File: src/rtl/dac_pkg.sv
// dac_pkg: shared types and widths for the DAC sample path.
package dac_pkg;
  typedef enum logic {PRIMING, STREAMING} fifo_state_e;
  localparam int DAC_DATA_W = 16;
  localparam int DAC_UNDERRUN_CNT_W = 16;
endpackage

File: src/rtl/dac_fifo_ram.sv
// dac_fifo_ram: DEPTH x 16 sample storage, synchronous write, asynchronous read.
module dac_fifo_ram
  import dac_pkg::*;
#(
  parameter int DEPTH = 16
) (
  input  logic                       mclk,
  input  logic                       we,
  input  logic [$clog2(DEPTH)-1:0]   waddr,
  input  logic [DAC_DATA_W-1:0]      wdata,
  input  logic [$clog2(DEPTH)-1:0]   raddr,
  output logic [DAC_DATA_W-1:0]      rdata
);
  logic [DAC_DATA_W-1:0] mem [DEPTH];
  always_ff @(posedge mclk) if (we) mem[waddr] <= wdata;
  assign rdata = mem[raddr];
endmodule

File: src/rtl/dac_sample_fifo.sv
// dac_sample_fifo: priming elastic buffer ahead of the AD5541A driver.
// Define DAC_FIFO_UNDERRUN_CNT_EN to add a saturating underrun_cnt output.
module dac_sample_fifo
  import dac_pkg::*;
#(
  parameter int DEPTH   = 16,
  parameter int PREFILL = 4
) (
  input  logic                          mclk,
  input  logic                          rst,
  input  logic                          en,
  input  logic                          s_axis_valid,
  output logic                          s_axis_ready,
  input  logic [DAC_DATA_W-1:0]         s_axis_data,
  output logic                          m_axis_valid,
  input  logic                          m_axis_ready,
  output logic [DAC_DATA_W-1:0]         m_axis_data,
  output logic [$clog2(DEPTH):0]        level,
  output logic                          underrun
`ifdef DAC_FIFO_UNDERRUN_CNT_EN
  ,
  output logic [DAC_UNDERRUN_CNT_W-1:0] underrun_cnt
`endif
);
  localparam int AW = $clog2(DEPTH);
  localparam int LW = AW + 1;
  logic [AW-1:0] wr_ptr, rd_ptr;
  logic [DAC_DATA_W-1:0] rd_data, hold;
  fifo_state_e state, state_nxt;
  logic push, pop, empty, full;
  assign full         = level == LW'(DEPTH);
  assign empty        = level == '0;
  assign s_axis_ready = en && !full;
  assign m_axis_valid = state == STREAMING && !empty;
  assign push         = s_axis_valid && s_axis_ready;
  assign pop          = en && m_axis_valid && m_axis_ready;
  // Once drained, keep presenting the last head sample rather than stale RAM
  assign m_axis_data  = empty ? hold : rd_data;
  dac_fifo_ram #(.DEPTH(DEPTH)) u_ram (
    .mclk  (mclk),
    .we    (push),
    .waddr (wr_ptr),
    .wdata (s_axis_data),
    .raddr (rd_ptr),
    .rdata (rd_data)
  );
  always_comb begin
    state_nxt = !en ? PRIMING
              : state == PRIMING ? (level >= LW'(PREFILL) ? STREAMING : PRIMING)
              : (pop && !push && level == LW'(1)) ? PRIMING : STREAMING;
  end
  always_ff @(posedge mclk or posedge rst) begin
    if (rst) begin
      wr_ptr   <= '0;
      rd_ptr   <= '0;
      level    <= '0;
      state    <= PRIMING;
      underrun <= 1'b0;
      hold     <= '0;
    end else begin
      wr_ptr   <= wr_ptr + AW'(push);
      rd_ptr   <= rd_ptr + AW'(pop);
      level    <= level + LW'(push) - LW'(pop);
      state    <= state_nxt;
      underrun <= en && m_axis_ready && !m_axis_valid;
      if (!empty) hold <= rd_data;
    end
  end
`ifdef DAC_FIFO_UNDERRUN_CNT_EN
  always_ff @(posedge mclk or posedge rst) begin
    if (rst) underrun_cnt <= '0;
    else if (underrun && underrun_cnt != '1) underrun_cnt <= underrun_cnt + 1'b1;
  end
`endif
endmodule

File: config.mk
export PLATFORM = sky130hd
export DESIGN_NAME = dac_sample_fifo
export DESIGN_NICKNAME = d
export VERILOG_FILES = /design/src/rtl/dac_pkg.sv /design/src/rtl/dac_fifo_ram.sv /design/src/rtl/dac_sample_fifo.sv
export SDC_FILE = /design/constraint.sdc
export NUM_CORES = 1
export LEC_CHECK = 0
export ABC_AREA = 1
export BUFFER_PORTS_ARGS = -buffer_cell sky130_fd_sc_hd__buf_2
export CELL_PAD_IN_SITES_DETAIL_PLACEMENT = 1
export CELL_PAD_IN_SITES_GLOBAL_PLACEMENT = 1
export CORE_ASPECT_RATIO = 1.5
export CORE_UTILIZATION = 48
export DETAILED_ROUTE_END_ITERATION = 6
export GPL_TIMING_DRIVEN = 0
export PLACE_DENSITY_LB_ADDON = 0.1
export SYNTH_ARGS = -nofsm -noshare
export SYNTH_HDL_FRONTEND = slang
export SYNTH_SLANG_ARGS = --single-unit
File: constraint.sdc
create_clock -name mclk -period 2.6 [get_ports mclk]
set_input_delay 0.13 -clock mclk [delete_from_list [all_inputs] [get_ports mclk]]
set_output_delay 0.13 -clock mclk [all_outputs]
set_load 0.005 [all_outputs]
* Word level (Yosys, flattened, before mapping)
Memory sizes are Yosys's and may differ from the RTL's.
Cells that the tools add are included.
** Word-level totals
- Register bits after elaboration :: 31
- Bits in latches :: 0
- Memory bits (writable) :: 256
- Memory bits (read-only) :: 0
- Output and inout bits :: 24
- Logic and storage cells :: 35
- Memories kept :: 1
** Memories
- u_ram.mem :: words 16, bits a word 16, rd ports 1, clocked after Yosys merged registers in 0, write ports 1, line dac_fifo_ram.sv:14 : logic [DAC_DATA_W-1:0] mem [DEPTH];
** Cells by class
- $add $sub $neg :: 4
- Multipliers :: 0
- Divide/modulo/power cells :: 0
- Order comparisons :: 1
- Equality and inequality tests :: 2
- Shift-type cells :: 0
- Multiplexer cells :: 7
- Bitwise logic cells :: 0
- Reductions and logical operators :: 14
** Operator list (count)
- two-way mux 16 bit :: 1
- logical AND 1 bit :: 9
- adder 4 x 1 -> 4 bit :: 2
- two-way mux 1 bit :: 6
- adder 5 x 1 -> 5 bit :: 1
- equality test 5 x 1 -> 1 bit, second input constant :: 1
- equality test 5 bit, second input constant :: 1
- >= comparator 5 x 3 -> 1 bit, second input constant :: 1
- logical NOT 5 bit :: 1
- subtractor 5 x 1 -> 5 bit :: 1
- logical NOT 1 bit :: 4

* Longest topological paths before layout
- Word-level depth :: 10
- Gate-level depth with buffers :: 13
- Depth with buffers taken out :: 12

* By module
From an unflattened synthesis, not the netlist that was laid out.
** Unflattened totals
- Cell total of the unflattened synthesis :: 1207
- Area, all modules :: 12497.0 µm²
** Modules (own cells, without submodules)
- dac_fifo_ram :: instances 1, cells each 1058, area an instance 11060.6 µm²
- dac_sample_fifo :: instances 1, cells each 149, area an instance 1436.4 µm²

* Worst setup path after synthesis
No wires, ideal clock.
- Path type :: register to register
- From :: register level[2]
- To :: register level[4]
- Data arrival time :: 2.425 ns
- Required time :: 2.520 ns
- Setup slack :: 0.095 ns
- Cell stages (with the launch flop) :: 14
- Period minus slack after synthesis :: 2.505 ns
- Path through :: dfrtp_1 -> inv_1 -> ha_1 -> a31oi_1 -> and2_1 -> buf_2 -> inv_1 -> ha_1 -> inv_1 -> ha_1 -> inv_1 -> fa_1 -> o21ai_0 -> xnor2_1
** On the way
- Word-level cells in the longest chain between the ends :: 6
** RTL lines
- start, declared :: line dac_sample_fifo.sv:18 : output logic [$clog2(DEPTH):0] level,
- start signal, assigned :: line dac_sample_fifo.sv:63 : level <= level + LW'(push) - LW'(pop);
- equality test 5 bit :: line dac_sample_fifo.sv:31 : assign full = level == LW'(DEPTH);
- logical NOT 1 bit :: line dac_sample_fifo.sv:33 : assign s_axis_ready = en && !full;
- logical AND 1 bit :: line dac_sample_fifo.sv:33
- named net s_axis_ready :: line dac_sample_fifo.sv:13 : output logic s_axis_ready,
- logical AND 1 bit :: line dac_sample_fifo.sv:35 : assign push = s_axis_valid && s_axis_ready;
- adder 5 x 1 -> 5 bit :: line dac_sample_fifo.sv:63
- subtractor 5 x 1 -> 5 bit :: line dac_sample_fifo.sv:63
The timed path passes the listed nets, and every way through them passes these cells.

* Worst setup path after layout
- From :: register level[2]
- To :: memory u_ram.mem[3][13], enable pin
** On the way
- Word-level cells in the longest chain between the ends :: 6
** RTL lines
- equality test 5 bit :: line dac_sample_fifo.sv:31
- logical NOT 1 bit :: line dac_sample_fifo.sv:33
- logical AND 1 bit :: line dac_sample_fifo.sv:33
- logical AND 1 bit :: line dac_sample_fifo.sv:35
- two-way mux 1 bit :: line dac_fifo_ram.sv:15 : always_ff @(posedge mclk) if (we) mem[waddr] <= wdata;
- two-way mux 1 bit (implied by the code) :: line dac_fifo_ram.sv:15
- end, declared :: line dac_fifo_ram.sv:14
Every way passes these cells.

==> metrics.csv <==
metric,value,unit
Area after DPL,0.0127,sq mm
synthesized area,0.0118,sq mm
Clk network pwr share,0.257,
Clock Latency Late Sink,550,ps
dominant cell type by area after synthesis,edfxtp_1,
half-perimeter wire length after placement,23.0,mm
Hold Crit Start,s_axis_data[0],
yosys warns,0,
Cells after Synth,1005,
synthesized area per cell,11.7,sq um
clk slew on worst S/H paths,60,ps
crit path max fanout,13,
wire length per cell,23.9,microns
ANT cells,0,
Initial Util,0.494,
Max-Cap Viols,0,
Seq pwr share,0.352,
"Seq/Total Area, Yosys",0.717,
Leak,5.38,nW
worst vdd ir,0.696,mV
reg2reg end,u_ram.mem[3][13],
DR vias/cell,5.55,
CTS Buf Count,28,
register bit total from synthesis,287,
die extent in y,194,microns
I/O pin cnt,45,
worst r2r src,level[2],
Final Slew Violations,0,
Fin Hold WS,13.1,ps
drt pass-1 iters,5,
DRT iter0 DRCs,644,
critical path startpoint category,flop,
gr ovfl total,0,
count of final hold-check violations,0,
Nets,1135,
Core ar.,0.0239,sq mm
Vias,8015,
largest net degree at the start of global routing,32,
Hold Path End,u_ram.mem[4][0],
crit end category,flop,
Placed Cells,1382,
Hold Path Cell Cnt,1,
Clock Skew,12.9,ps
worst reg-to-reg setup slack,70,ps
CTS Root Cell,clkbuf_16,
clock buffer depth,3,
vias in the first global route,8438,
layout cell share with drive strength beyond 1,0.172,
Die W,130,microns
Worst EP required,2840,ps
fin crit share,0.974,
fin cells,1443,
Rel. slew slack,0.491,
final core utilization,0.579,
synth unique cells,26,
post-route cell area,0.0138,sq mm
Routability Congestion,0.805,
CTS HTree Levels,1,
Logic pwr share,0.391,
Routed Antenna Nets,0,
Final setup viols,0,
top post-synthesis cells by area,"edfxtp_1 65%, nand2_1 12%, nand3_1 8.5%",
total power,16.2,mW
first-pass GRT wire length,51.1,mm
CP Class,flop to flop,
RSZ-0062 raised after global routing,true,
die area,0.0252,sq mm
P per Cell Area,1170,mW/mm^2
buffers added on ports,44,
Overall Global Routing Usage,0.284,
Mapped Nets,1038,
fmax,0.395,GHz
internal power,9.98,mW
initial antenna violation count,0,
top-area cell type share of the netlist area,0.651,
HP Class,input port to flop,
Sw Ratio,0.383,
worst slew pin tran,762,ps
CTS tree,built,
detailed-route wire length,34.5,mm
Psw,6.20,mW
Layout area overhead,17.3,%
row count,69,
status,finished clean,
clock sink count,287,
DRC,0,
worst-case reg-to-reg path depth,8,
WP data arrival,2780,ps
Period minus WS final,2530,ps
[synthesized netlist by cell type]
library cell,instances
buf_2,21
inv_1,22
xor2_1,5
edfxtp_1,256
ha_1,11
clkinv_1,1
xnor2_1,2
buf_1,2
nand3_1,201
clkbuf_1,3
inv_2,2
fa_1,1
a21oi_1,1
nand2_1,391
nor2_4,1
buf_4,5
a31oi_1,1
nor2_1,18
dfrtp_1,31
nand4_1,1
nor4_1,1
o21ai_0,2
nor3_1,1
and2_1,1
a41oi_1,1
buf_6,23
[through the flow]
stage          setup TNS [ps]  setup WS [ps]
5_1_grt                 -19.8          -7.34
3_5_place_dp            -9010           -367
2_1_floorplan               0           94.8
3_3_place_gp          -159100           -786
6_report                    0           68.8
4_1_cts                     0           3.16
[power by group through the flow]
stage	Sequential [mW]	Clock (mW)	Combinational, mW
floorplan	5.74	0	3.67
global placement	5.76	0	5.87
detailed placement	5.77	0	6.09
CTS	5.68	4.20	6.26
global route	5.73	4.36	6.91
finish	5.69	4.16	6.33
[cell usage in the layout, fill, tap and decap left out, types with 4 or more instances in the layout]
master / netlist / layout
buf_6: 23 / 28
nand3_1: 201 / 199
clkbuf_16: 0 / 29
dlygate4sd3_1: 0 / 5
buf_4: 5 / 9
inv_2: 2 / 4
edfxtp_1: 256 / 256
clkbuf_1: 3 / 5
dfrtp_1: 31 / 31
clkbuf_4: 0 / 4
xor2_1: 5 / 5
nor2_2: 0 / 7
inv_1: 22 / 20
buf_8: 0 / 10
nand2_1: 391 / 384
ha_1: 11 / 9
bufinv_16: 0 / 4
clkinv_2: 0 / 6
buf_2: 21 / 60
nand2_2: 0 / 7
nor2_4: 1 / 12
clkinv_1: 1 / 8
[sequential cells by signal (all words and copies together) (netlist names)]
name and flops:
level 5, hold 16, underrun 1, wr_ptr 4, state 1, rd_ptr 4
u_ram.mem 256
[worst max-delay path by stage]
stage | to | cells after the start | startpoint | slack [ps]
4_1_cts | level[4] | 11 | level[1] | 3
6_report | u_ram.mem[3][13] | 8 | level[2] | 70
2_1_floorplan | level[4] | 13 | level[2] | 90
3_5_place_dp | level[4] | 12 | level[2] | -370
5_1_grt | level[4] | 13 | level[2] | -7
3_3_place_gp | u_ram.mem[9][9] | 7 | level[2] | -790
[critical path, stage by stage (launching register included)]
cell and delay (ps):
dfrtp_1 390, inv_2 70, ha_2 210, a31oi_4 190, and2_1 150, buf_4 130, nand3_1 390, nor2_2 470
buf_8 230
[kinds of logic (layout without fill, tap and decap cells)]
group | count (synthesis) | after routing | share of synthesized area
and+or+nand+nor | 615 | 616 | 0.218
xor gates and xnor gates | 7 | 7 | 0.00519
adders and majority gates | 12 | 12 | 0.0134
DFF | 287 | 287 | 0.717
AOI/OAI and AO/OA | 5 | 5 | 0.00254
buffers and inverters | 79 | 197 | 0.0436
[layout make-up]
type	instances	area, sq um
Buffer	54	447
Fill cell	2479	10100
Clock inverter	18	188
Tap cell	319	399
Sequential cell	287	8460
Timing Repair Buffer	66	500
Multi-Input combinational cell	640	3000
Inverter	25	93.8
Clock buffer	34	754
[metal layers]
metal | vias to the layer above | share of wire | track usage | routed length [microns]
li1 | 3656 | - | - | -
met2 | 214 | 0.52 | 0.497 | 17900
met3 | 69 | 0.044 | 0.0328 | 1530
met4 | 0 | 0.040 | 0.110 | 1370
met1 | 4076 | 0.40 | 0.355 | 13700
met5 | - | 0 | 0 | 0
[timing repair]
item                                   4_1_cts  5_1_grt
setup endpoints to repair                  119      116
endpoints found under the hold margin       17       31
pin swaps                                    1        4
hold buffers                                 4        1
gates cloned                                 0        1
resized for setup                           24       19
buffers inserted                             0        3
Note: power is estimated with default switching activity, not from simulation.
